`src/rtl/pipo_load_arbiter_pkg.sv`:
```
// pipo_load_arbiter_pkg: shared FSM state encoding and owner-index width helper
package pipo_load_arbiter_pkg;
  typedef enum logic {ST_IDLE = 1'b0, ST_HOLD = 1'b1} state_t;
  function automatic int owner_w(input int n);
    return n > 1 ? $clog2(n) : 1;
  endfunction
endpackage

```
`src/rtl/pipo_load_arbiter_if.sv`:
```
// pipo_load_arbiter_if: requester-side bus (clr, req, p_data) and register-side results (gnt, q, q_owner, q_valid, busy)
interface pipo_load_arbiter_if import pipo_load_arbiter_pkg::*; #(
  parameter int N = 8,
  parameter int NREQ = 4
) ();
  localparam int OW = owner_w(NREQ);
  logic clr;
  logic [NREQ-1:0] req;
  logic [NREQ*N-1:0] p_data;
  logic [NREQ-1:0] gnt;
  logic [N-1:0] q;
  logic [OW-1:0] q_owner;
  logic q_valid;
  logic busy;
  modport master (output clr, req, p_data, input gnt, q, q_owner, q_valid, busy);
  modport slave (input clr, req, p_data, output gnt, q, q_owner, q_valid, busy);
endinterface

```
`src/rtl/pipo_rr_picker.sv`:
```
// pipo_rr_picker: combinational round-robin one-hot pick of req starting at ptr (gnt) plus binary winner index (idx)
module pipo_rr_picker import pipo_load_arbiter_pkg::*; #(
  parameter int NREQ = 4,
  parameter int OW = owner_w(NREQ)
) (
  input  logic [NREQ-1:0] req,
  input  logic [OW-1:0]   ptr,
  output logic [NREQ-1:0] gnt,
  output logic [OW-1:0]   idx
);
  logic hit;
  always_comb begin
    gnt = '0;
    idx = '0;
    hit = 1'b0;
    for (int k = 0; k < NREQ; k++) begin
      if (!hit && req[(int'(ptr) + k) % NREQ]) begin
        hit = 1'b1;
        gnt[(int'(ptr) + k) % NREQ] = 1'b1;
        idx = OW'((int'(ptr) + k) % NREQ);
      end
    end
  end
endmodule

```
`src/rtl/pipo_load_arbiter.sv`:
```
// pipo_load_arbiter: round-robin shared PIPO register with post-load hold window (clk, active-low sync rst, bus slave)
module pipo_load_arbiter import pipo_load_arbiter_pkg::*; #(
  parameter int N = 8,
  parameter int NREQ = 4,
  parameter int HOLD = 2
) (
  input logic clk,
  input logic rst,
  pipo_load_arbiter_if.slave bus
);
  localparam int OW = owner_w(NREQ);
  localparam int CW = HOLD > 1 ? $clog2(HOLD) : 1;
  state_t state;
  logic [OW-1:0] ptr;
  logic [OW-1:0] win;
  logic [CW-1:0] cnt;
  logic [NREQ-1:0] pick;
  pipo_rr_picker #(.NREQ(NREQ), .OW(OW)) u_pick (
    .req(bus.req),
    .ptr(ptr),
    .gnt(pick),
    .idx(win)
  );
  assign bus.gnt = (rst && !bus.clr && state == ST_IDLE) ? pick : '0;
  assign bus.busy = rst && state == ST_HOLD;
  always_ff @(posedge clk) begin
    if (!rst) begin
      bus.q <= '0;
      bus.q_owner <= '0;
      bus.q_valid <= 1'b0;
      state <= ST_IDLE;
      cnt <= '0;
      ptr <= '0;
    end else if (bus.clr) begin
      bus.q <= '0;
      bus.q_valid <= 1'b0;
      state <= ST_IDLE;
      cnt <= '0;
    end else if (state == ST_HOLD) begin
      cnt <= cnt == '0 ? '0 : cnt - CW'(1);
      state <= cnt == '0 ? ST_IDLE : ST_HOLD;
    end else if (|bus.req) begin
      bus.q <= bus.p_data[win*N +: N];
      bus.q_owner <= win;
      bus.q_valid <= 1'b1;
      ptr <= win == OW'(NREQ-1) ? '0 : win + OW'(1);
      state <= HOLD > 0 ? ST_HOLD : ST_IDLE;
      cnt <= HOLD > 0 ? CW'(HOLD-1) : '0;
    end
  end
endmodule
```
`src/flat_wrapper.sv`:
```
// flat-port wrapper written by rule: the top's interface ports become plain ports
module pipo_load_arbiter_flat import pipo_load_arbiter_pkg::*;
#(
  parameter int N = 8,
  parameter int NREQ = 4,
  parameter int HOLD = 2
)
  (clk, rst, bus_clr, bus_req, bus_p_data, bus_gnt, bus_q, bus_q_owner, bus_q_valid, bus_busy);
  pipo_load_arbiter_if #(.N(N), .NREQ(NREQ)) bus_i ();
  input logic clk;
  input logic rst;
  input wire logic [$bits(bus_i.clr)-1:0] bus_clr;
  input wire logic [$bits(bus_i.req)-1:0] bus_req;
  input wire logic [$bits(bus_i.p_data)-1:0] bus_p_data;
  output wire logic [$bits(bus_i.gnt)-1:0] bus_gnt;
  output wire logic [$bits(bus_i.q)-1:0] bus_q;
  output wire logic [$bits(bus_i.q_owner)-1:0] bus_q_owner;
  output wire logic [$bits(bus_i.q_valid)-1:0] bus_q_valid;
  output wire logic [$bits(bus_i.busy)-1:0] bus_busy;
  assign bus_i.clr = bus_clr;
  assign bus_i.req = bus_req;
  assign bus_i.p_data = bus_p_data;
  assign bus_gnt = bus_i.gnt;
  assign bus_q = bus_i.q;
  assign bus_q_owner = bus_i.q_owner;
  assign bus_q_valid = bus_i.q_valid;
  assign bus_busy = bus_i.busy;
  pipo_load_arbiter #(.N(N), .NREQ(NREQ), .HOLD(HOLD)) u_core (.clk(clk), .rst(rst), .bus(bus_i));
endmodule
```
`config.mk`:
```
export PLATFORM = sky130hd
export DESIGN_NAME = pipo_load_arbiter_flat
export DESIGN_NICKNAME = d
export VERILOG_FILES = /design/src/rtl/pipo_load_arbiter_pkg.sv /design/src/rtl/pipo_load_arbiter_if.sv /design/src/rtl/pipo_rr_picker.sv /design/src/rtl/pipo_load_arbiter.sv /design/src/flat_wrapper.sv
export SDC_FILE = /design/constraint.sdc
export NUM_CORES = 1
export LEC_CHECK = 0
export ABC_AREA = 1
export BUFFER_PORTS_ARGS = -buffer_cell sky130_fd_sc_hd__buf_2
export CORE_MARGIN = 1.5
export CORE_UTILIZATION = 45
export DETAILED_ROUTE_END_ITERATION = 10
export PLACE_DENSITY = 0.76
export SLEW_MARGIN = 0
export SYNTH_ARGS = -nofsm -noshare
export SYNTH_HDL_FRONTEND = slang
export SYNTH_SLANG_ARGS = --single-unit
```
`constraint.sdc`:
```
create_clock -name clk -period 1.95 [get_ports clk]
set_input_delay 0.195 -clock clk [delete_from_list [all_inputs] [get_ports clk]]
set_output_delay 0.195 -clock clk [all_outputs]
set_load 0.005 [all_outputs]
```
**Word level (Yosys, flattened, before mapping)**

Index checks and enable logic that the tools add are counted.

- Shift operators: 1
- Add/sub/neg operators: 5
- Eq/ne operators: 1
- Magnitude comparators: 8
- Mux-type cells: 38
- Reductions and logical operators: 22
- Bitwise logic cells: 9

Operators with widths:

| operator | count |
|---|---|
| variable part select 32 x 6 -> 8 bit | 1 |
| 2-to-1 mux 1 bit | 20 |
| 2-to-1 mux 4 bit | 5 |
| < comparator 3 x 4 -> 1 bit, second input constant | 3 |
| OR 4 bit | 3 |
| logical AND 1 bit | 10 |
| 2-to-1 mux 2 bit | 5 |
| greater-or-equal comparator 3 x 1 -> 1 bit, second input constant | 3 |
| binary-select mux 1 bit (select 2 bit) | 4 |
| demux 1 bit (select 2 bit) | 4 |
| OR reduction 2 bit | 4 |
| adder 2 x 1 -> 2 bit, second input constant | 2 |
| adder 2 bit, second input constant | 2 |
| zero test 1 bit | 4 |
| OR reduction 4 bit | 1 |
| AND 1 bit, first input constant | 3 |
| < comparator 2 x 3 -> 1 bit, second input constant | 1 |
| inverter 1 bit | 3 |
| AND reduction 3 bit | 1 |
| == test 2 bit, second input constant | 1 |
| greater-or-equal comparator 2 x 1 -> 1 bit, second input constant | 1 |
| AND reduction 2 bit | 1 |
| nonzero test 2 bit | 1 |
| subtractor 1 bit, second input constant | 1 |

- Output and inout bits: 16
- Register bits: 15
- Logic and storage cells: 90

**Logic depth before layout (Yosys ltp)**

Gate-level depths: netlist of the first run.

- Word-level depth: 16
- Mapped depth: 17
- Mapped depth without buffers: 15

**Cells and area by module**

A second synthesis of the first run with hierarchy kept.

- Cell total of the unflattened synthesis: 267
- Area, all modules: 1544.0 um2

Modules (own cells, without submodules):

| module | seq. area each (um2) | times used | area each (um2) | cells an instance |
|---|---|---|---|---|
| pipo_load_arbiter | 300.3 | 1 | 1104.8 | 194 |
| pipo_rr_picker | 0.0 | 1 | 439.2 | 73 |

**Worst setup path after synthesis of the first run**

No wires, ideal clock.

- Kind: register to register
- From: register u_core.ptr[0]
- To: register u_core.bus.q[0]
- Arrival time: 2.063 ns
- Required time: 1.841 ns
- Buffers on the path: 2
- Setup slack: -0.222 ns
- Cell stages (with the launch flop): 17
- Cell sequence: dfxtp_1 buf_6 inv_6 ha_1 inv_1 nand3_2 nand2_4 inv_2 nor2_8 nand4_4 nand2_4 buf_6 nand2_1 nand3_1 nand3_1 nand2_1 inv_1

- Cells in the longest elaborated chain, start to end: 13

RTL lines:

| item | RTL line | RTL |
|---|---|---|
| start, declared | pipo_load_arbiter.sv:14 | `logic [OW-1:0] ptr;` |
| start signal, assigned | pipo_load_arbiter.sv:46 | `ptr <= win == OW'(NREQ-1) ? '0 : win + OW'(1);` |
| adder 2 x 1 -> 2 bit / binary-select mux 1 bit (select 2 bit) (equally long branches) | pipo_rr_picker.sv:17, pipo_rr_picker.sv:20 |  |
| binary-select mux 1 bit (select 2 bit) / 2-to-1 mux 1 bit (equally long branches) | pipo_rr_picker.sv:17 | `if (!hit && req[(int'(ptr) + k) % NREQ]) begin` |
| 2-to-1 mux 1 bit (implied by the code) | pipo_rr_picker.sv:17 |  |
| 2-to-1 mux 1 bit (implied by the code) / zero test 1 bit (equally long branches) | pipo_rr_picker.sv:17 |  |
| logical AND 1 bit | pipo_rr_picker.sv:17 |  |
| 2-to-1 mux 1 bit | pipo_rr_picker.sv:17 |  |
| zero test 1 bit | pipo_rr_picker.sv:17 |  |
| logical AND 1 bit | pipo_rr_picker.sv:17 |  |
| 2-to-1 mux 1 bit | pipo_rr_picker.sv:17 |  |
| zero test 1 bit | pipo_rr_picker.sv:17 |  |
| logical AND 1 bit | pipo_rr_picker.sv:17 |  |
| 2-to-1 mux 2 bit * | pipo_rr_picker.sv:17 |  |
| variable part select 32 x 6 -> 8 bit * | pipo_load_arbiter.sv:43 | `bus.q <= bus.p_data[win*N +: N];` |
| end signal, assigned | pipo_load_arbiter.sv:43 |  |
| end, declared | pipo_load_arbiter_if.sv:16 | `modport slave (input clr, req, p_data, output gnt, q, q_owner, q_valid, busy);` |

Every way passes the cells marked *; elsewhere a longest branch is shown, timed or not. The select of a mux whose other input is x is not followed.
A chain may end at the register's enable or synchronous reset.

**Worst setup path in the final report of the first run**

Ends and elaborated chain as after synthesis.

==> results by group, run 1 <==
CTS
  – Clk_lat worst skew: 290 ps
  – CTS Hold Bufs: 0
  – Clk pin slew, worst setup/hold paths: 90 ps
  – Clock sinks: 15
  – CTS tree: yes
  – H-tree levels: 1
  – Worst-case clock buffer depth: 2
  – Root Buffer: clkbuf_4
  – CTS buffer count: 3

Synth
  – Top-count cell post-synth: inv_1
  – Gate Count Post-Synth: 259
  – Post-synth EDFFs: 0
  – Simple-Gate Fraction of Synth Area: 0.503
  – Sequential area share after synthesis: 0.197
  – Top cell type's share of synthesized area: 0.197
  – FFs w/ async S/R, synth: 0
  – Post-Synth XOR/XNOR Area: 0
  – Dominant synthesized flop cell: dfxtp_1
  – Synthesized net count: 305
  – Distinct cells, synth: 28
  – Post-synth top area cell: dfxtp_1
  – Mux cell area share after synthesis: 0
  – Largest family of logic cells by synthesized area: simple AND/OR/NAND/NOR gates
  – Dominant cells by area after synthesis: dfxtp_1 (20%), nand3_1 (19%), inv_1 (15%)
  – Compound-cell area share of the yosys netlist: 0.0508
  – Synth warnings: 0
  – Commonest cells post-synth: inv_1 (59), nand3_1 (58), nand2_1 (53)
  – Post-synthesis cell area: 0.00153 mm²
  – Flops & latches, synth: 15
  – Avg Cell Area, Syn: 5.89 µm²
  – Adder and majority gate portion of the synthesized area: 0.0574

Layout
  – Area Growth Syn to Fin: 62.6%
  – Fin cells: 387
  – # diodes: 0
  – Multi-input logic area: 0.00126 mm²
  – Layout cell share with drive strength beyond 1: 0.487
  – Reg area: 305 µm²
  – Filler instances: 207
  – Final nets: 390

Floorplan
  – Num ports: 55
  – Rows: 20
  – Die Y: 61.2 µm
  – Die area: 0.00375 mm²
  – Initial Util: 0.488
  – Die W: 61.2 µm
  – Core area: 0.00313 mm²

Flow run
  – Max-Cap Viols: 0

Timing
  – Max Fclk: 0.448 GHz
  – RSZ-0062 raised after global routing: yes
  – Setup ws final: -284 ps
  – Setup Skew: 5.04 ps
  – Relative slew slack: 0.706
  – Fin crit share: 1.15
  – Final-report hold violation count: 0
  – Number of setup violations in the final report: 14
  – Slew @ Worst Pin: 439 ps
  – Min Clock Period, post-route: 2230 ps
  – Final setup TNS: -2610 ps
  – Max Slew Vio Count: 0

Drt
  – Vias: 2,047
  – ANT nets after route: 0
  – Via density: 5.29
  – Drt wl/cell: 14.5 µm
  – Pre-Repair DR Iteration Count: 5
  – Final routed DRC violation total: 0
  – Initial DRC count: 133
  – Post-Route WL: 5600 µm

Critical path
  – CP Class: flop to flop
  – Capturing element type of the critical path: flop
  – Crit path cell chain: inv_8 > ha_4 > inv_2 > nand3_2 > nand2_4 > inv_4 > nor2_8 > buf_6 > buf_6 > nand4_4 > nand2_4 > nand2_1 > nand3_2 > nand3_2 > nand2_1 > inv_1
  – Crit path required time: 2140 ps
  – Top cell by count, worst path: nand3_2
  – Critical path arrival: 2420 ps
  – Worst Path Max Fanout: 9
  – Worst path slowest cell: dfxtp_4
  – Largest stage delay on the critical path: 390 ps
  – CP Launch Type: flop

Worst hold path
  – Worst min-delay path class: input pin to flop

Global route
  – Global-route wire length before repair: 6830 µm
  – GRT Total Usage: 0.244
  – Initial antenna violation count: 0
  – Vias in the first global route: 1,645
  – GRT overflow: 0
  – Pin count of the biggest net entering global routing: 19

Placed design
  – Routability Congestion: 0.836
  – Placed insts: 372
  – Dpl ws: -30.8 ps
  – Port Buffers: 54
  – DP HPWL: 3120 µm

Pwr
  – PwrDens: 1840 mW/mm²
  – VDD IR max: 1.17 mV
  – Lkg Pwr: 1.50 nW

Run status
  – Violated checks: setup timing
  – Status: complete, but fails checks
[worst max-delay path: cells and delay by family, from the launching register on]
| family | cells | cell delay [ps] |
|---|---|---|
| adders and majority gates | 1 | 230 |
| buffers and inverters | 6 | 440 |
| DFF | 1 | 390 |
| and+or+nand+nor | 9 | 1060 |
[cells by family (layout without fill, tap and decap cells)]
kind of cell    count (synthesis)  count (layout)
fa+ha+maj                       7               7
buf+inv                        71             153
simple gates                  153             155
compound gates                 13              13
flops                          15              15
[power breakdown]
| group | leakage, nW | total [mW] | internal [mW] | switching (mW) |
|---|---|---|---|---|
| registers | 0.125 | 0.446 | 0.389 | 0.0564 |
| logic | 1.36 | 3.95 | 1.67 | 2.28 |
| clock network | 0.0150 | 0.184 | 0.0796 | 0.104 |
[state kept, by name (all words and copies together) (netlist names)]
register and cells:
u_core.bus.q_owner 2, u_core.ptr 2, u_core.bus.q_valid 1, u_core.bus.q 8
u_core.state 1, u_core.cnt 1
[what timing repair did]
action,CTS,global route
gates cloned,0,4
buffers inserted,5,2
endpoints found under the setup margin,11,15
resized for setup,31,40
pin swaps,10,32
[final cells by class]
class                           instances  share of cell area
Clock buffer                            4              0.0106
Sequential cell                        15               0.123
Multi-Input combinational cell        175               0.509
Timing Repair Buffer                   85               0.232
Inverter                               64               0.103
Tap cell                               44              0.0222
[worst paths after layout]
check | start | end | slack (ps) | depth (start not counted)
worst max register to register | u_core.ptr[0]$_SDFFE_PN0P_ | u_core.bus.q[0]$_SDFFE_PP0P_ | -280 | 16
worst min register to register | u_core.cnt$_SDFFE_PP0P_ | u_core.state$_SDFF_PP0_ | 460 | 2
worst min-delay path | rst | u_core.bus.q_owner[0]$_SDFFE_PN0P_ | 180 | 3
worst max-delay path | u_core.ptr[0]$_SDFFE_PN0P_ | u_core.bus.q[0]$_SDFFE_PP0P_ | -280 | 16
[cell usage in the layout (no fill, tap or decap), drive strengths merged]
cell type,synthesis,final
nand4,6,6
or2,1,1
buf,5,83
a22oi,3,3
clkinv,1,1
nand3,60,60
a21oi,4,4
dfxtp,15,15
ha,7,7
nand2,63,65
nor2,23,23
clkbuf,2,6
o211ai,1,1
o21ai,3,3
a31oi,2,2
inv,63,63
[routing by layer]
metal | vias up | global-route usage | part of all wire
li1 | 981 | - | -
met1 | 892 | 0.282 | 0.36
met2 | 134 | 0.464 | 0.51
met3 | 40 | 0.0315 | 0.070
met4 | 0 | 0.0683 | 0.063
met5 | - | 0 | 0
[stage by stage]
step	cell area [µm²]	hold slack, ps	utilization	power (mW)
3_5_place_dp	2010	452	0.644	3.03
5_1_grt	2480	178	0.794	4.81
3_3_place_gp	2010	452	0.644	3.01
4_1_cts	2220	182	0.710	3.70
2_1_floorplan	1550	331	-	2.20
6_report	2480	180	0.794	4.58
No activity file was read; power rests on OpenSTA's default activity.
==> inputs of run 2 (changes only) <==
--- a/config.mk
+++ b/config.mk
@@ -5,12 +5,13 @@
 export SDC_FILE = /design/constraint.sdc
 export NUM_CORES = 1
 export LEC_CHECK = 0
-export ABC_AREA = 1
+export ABC_AREA = 0
 export BUFFER_PORTS_ARGS = -buffer_cell sky130_fd_sc_hd__buf_2
 export CORE_MARGIN = 1.5
-export CORE_UTILIZATION = 45
+export CORE_UTILIZATION = 46
 export DETAILED_ROUTE_END_ITERATION = 10
-export PLACE_DENSITY = 0.76
+export PLACE_DENSITY = 0.77
+export RECOVER_POWER = 50
 export SLEW_MARGIN = 0
 export SYNTH_ARGS = -nofsm -noshare
 export SYNTH_HDL_FRONTEND = slang
==> results by group, run 2 <==
Critical path
  – Worst reg2reg endpoint: u_core.bus.q[7]$_SDFFE_PP0P_
  – CP Class: flop to primary output
  – CP Depth: 9
  – Largest stage delay on the critical path: 530 ps
  – Worst path slowest cell: mux4_2
  – WP buf/inv: 3
  – Reg2reg start: u_core.ptr[1]$_SDFFE_PN0P_
  – Worst Path Max Fanout: 7
  – CP Launch Type: flop
  – Crit path max-delay family: multiplexers
  – Critical path arrival: 2150 ps
  – Crit path cell chain: buf_6 > mux4_2 > buf_6 > nor2b_4 > a22oi_2 > nor2_2 > a221oi_2 > nor2_1 > buf_2
  – Crit path required time: 1750 ps
  – Capturing element type of the critical path: primary output
  – FF-to-FF path depth: 10
  – FF-to-FF setup slack: -400 ps
  – Top cell by count, worst path: buf_6

Synth
  – Synth warnings: 0
  – Synthesized net count: 233
  – Compound-cell area share of the yosys netlist: 0.301
  – Dominant synthesized flop cell: dfxtp_1
  – Largest family of logic cells by synthesized area: compound AO/OA/AOI/OAI gates
  – Post-synth top area cell: dfxtp_1
  – Commonest cells post-synth: nand3_1 (18), nor2_1 (18), dfxtp_1 (15)
  – Mux cell area share after synthesis: 0.160
  – Gate Count Post-Synth: 187
  – Avg Cell Area, Syn: 8.48 µm²
  – FFs w/ async S/R, synth: 0
  – Sequential area share after synthesis: 0.189
  – Post-synth EDFFs: 0
  – Adder and majority gate portion of the synthesized area: 0.0552
  – Top cell type's share of synthesized area: 0.189
  – Flops & latches, synth: 15
  – Distinct cells, synth: 47
  – Dominant cells by area after synthesis: dfxtp_1 (19%), mux2i_1 (7.6%), nand3_1 (5.7%)
  – Post-Synth XOR/XNOR Area: 0.00552
  – Post-synthesis cell area: 0.00159 mm²
  – Simple-Gate Fraction of Synth Area: 0.216

Layout
  – Max reg flops: 8
  – Filler instances: 276
  – Most common cell after layout, fill and taps aside: buf_2
  – Multi-input logic area: 0.00128 mm²
  – Layout cell share with drive strength beyond 1: 0.481
  – # diodes: 0
  – Final nets: 313
  – Top flop regs: u_core.bus.q: 8 flops, u_core.bus.q_owner: 2 flops, u_core.ptr: 2 flops
  – Fin cells: 312
  – Largest Register: u_core.bus.q
  – Leading cell types in the layout, fill and taps excluded: buf_2 (48), buf_4 (27), nand3_1 (18)
  – Reg area: 308 µm²
  – Area Growth Syn to Fin: 44.7%

Pwr
  – Clk pwr share: 0.097
  – Logic gate share of total power: 0.694
  – Lkg Pwr: 0.996 nW
  – VDD IR max: 0.472 mV
  – PwrDens: 803 mW/mm²
  – Internal: 1.11 mW
  – Power share of the sequential group: 0.209
  – Switching share of power: 0.398
  – P_sw: 0.734 mW

Drt
  – Post-Route WL: 4590 µm
  – Vias: 1,805
  – Final routed DRC violation total: 0
  – Initial DRC count: 131
  – Pre-Repair DR Iteration Count: 4
  – ANT nets after route: 0
  – Drt wl/cell: 14.7 µm
  – Via density: 5.79

Timing
  – Max Slew Vio Count: 0
  – Max Fclk: 0.426 GHz
  – Min Clock Period, post-route: 2350 ps
  – Final setup TNS: -4760 ps
  – Hold WS: 201 ps
  – Slew @ Worst Pin: 306 ps
  – Setup ws final: -395 ps
  – Fin crit share: 1.20
  – Setup Skew: 1.95 ps
  – Relative slew slack: 0.790
  – Final-report hold violation count: 0
  – Number of setup violations in the final report: 15
  – RSZ-0062 raised after global routing: yes

CTS
  – CTS Hold Bufs: 0
  – H-tree levels: 1
  – Clk_lat worst skew: 290 ps
  – Clk pin slew, worst setup/hold paths: 90 ps
  – Clock sinks: 15
  – CTS tree: yes
  – Worst-case clock buffer depth: 2
  – CTS buffer count: 3
  – Root Buffer: clkbuf_4

Global route
  – Global-route wire length before repair: 6690 µm
  – Initial antenna violation count: 0
  – GRT overflow: 0
  – Vias in the first global route: 1,504
  – GRT Total Usage: 0.231
  – Pin count of the biggest net entering global routing: 28

Worst hold path
  – Min-delay src: bus_p_data[11]
  – Hold EP: u_core.bus.q[3]$_SDFFE_PP0P_
  – Worst min-delay path class: input pin to flop
  – Hold depth: 3

Run status
  – Violated checks: setup timing
  – Status: complete, but fails checks

Floorplan
  – Core area: 0.00331 mm²
  – Initial Util: 0.479
  – Die Y: 61.7 µm
  – Die area: 0.00381 mm²
  – Die W: 61.7 µm
  – Num ports: 55
  – Rows: 21

Placed design
  – Routability Congestion: 0.890
  – Port Buffers: 54
  – DP HPWL: 3220 µm
  – Placed insts: 298

Flow run
  – Max-Cap Viols: 0
-- run 2: changes by cell type after synthesis, moves of 9 or more --
| cell | change |
|---|---|
| o21ai_0 | +10 |
| mux2i_1 | +12 |
| nand3_1 | -40 |
| a22oi_1 | +9 |
| nand2_1 | -39 |
| inv_1 | -57 |
-- run 2: layer usage --
metal  vias up  global-route usage  share of wire
li1        883                   -              -
met1       866               0.299           0.42
met2        50               0.400           0.52
met3         6              0.0414          0.046
met4         0              0.0578          0.012
met5         -                   0              0
-- run 2: power groups by stage --
stage | clock network, mW | logic [mW] | registers [mW]
floorplan | 0 | 0.730 | 0.396
global placement | 0 | 1.06 | 0.386
detailed placement | 0 | 1.07 | 0.386
CTS | 0.179 | 1.19 | 0.382
global route | 0.196 | 1.38 | 0.391
finish | 0.180 | 1.28 | 0.385
-- run 2: final cells by class --
type | instances | area share
Clock buffer | 4 | 0.0114
Inverter | 3 | 0.00926
Multi-Input combinational cell | 154 | 0.556
Sequential cell | 15 | 0.134
Tap cell | 46 | 0.0251
Timing Repair Buffer | 90 | 0.264
-- run 2: kinds of logic (layout without fill, tap and decap cells) --
| kind of cell | Yosys count | count (layout) |
|---|---|---|
| and+or+nand+nor | 67 | 67 |
| muxes | 20 | 20 |
| buffers and inverters | 18 | 97 |
| DFF | 15 | 15 |
| adders and majority gates | 7 | 7 |
| AOI/OAI and AO/OA | 59 | 59 |
| xor gates and xnor gates | 1 | 1 |
-- run 2: worst reg2reg max path, cell delays in order, from the launching register on --
cell      delay (ps)
dfxtp_4          380
inv_4             40
ha_4             260
buf_4            140
buf_6            100
mux2_4           280
o22a_1           190
o21a_4           240
a221o_1          290
a22oi_1          170
o221ai_1         140
-- run 2: per-stage QoR --
step           setup WS [ps]  instance area (µm²)  utilization  power, mW
3_3_place_gp            -250                 2080        0.629       1.44
6_report                -395                 2300        0.694       1.84
5_1_grt                 -502                 2300        0.694       1.97
3_5_place_dp            -261                 2080        0.629       1.46
2_1_floorplan           -353                 1630            -       1.13
4_1_cts                 -365                 2230        0.673       1.75
-- run 2: repair_timing --
action / 4_1_cts / 5_1_grt
pin swaps: 12 / 7
setup buffers: 6 / 4
resized for setup: 16 / 12
setup endpoints to repair: 14 / 15
-- run 2: how the worst max path moves through the flow --
stage                                          start                      endpoint  slack [ps]
after floorplan           u_core.ptr[0]$_SDFFE_PN0P_  u_core.bus.q[3]$_SDFFE_PP0P_        -350
after global placement    u_core.ptr[0]$_SDFFE_PN0P_  u_core.bus.q[4]$_SDFFE_PP0P_        -250
after detailed placement  u_core.ptr[0]$_SDFFE_PN0P_  u_core.bus.q[4]$_SDFFE_PP0P_        -260
after CTS                 u_core.ptr[0]$_SDFFE_PN0P_                    bus_gnt[2]        -370
after global routing      u_core.ptr[0]$_SDFFE_PN0P_                    bus_gnt[1]        -500
final                     u_core.ptr[0]$_SDFFE_PN0P_                    bus_gnt[1]        -400
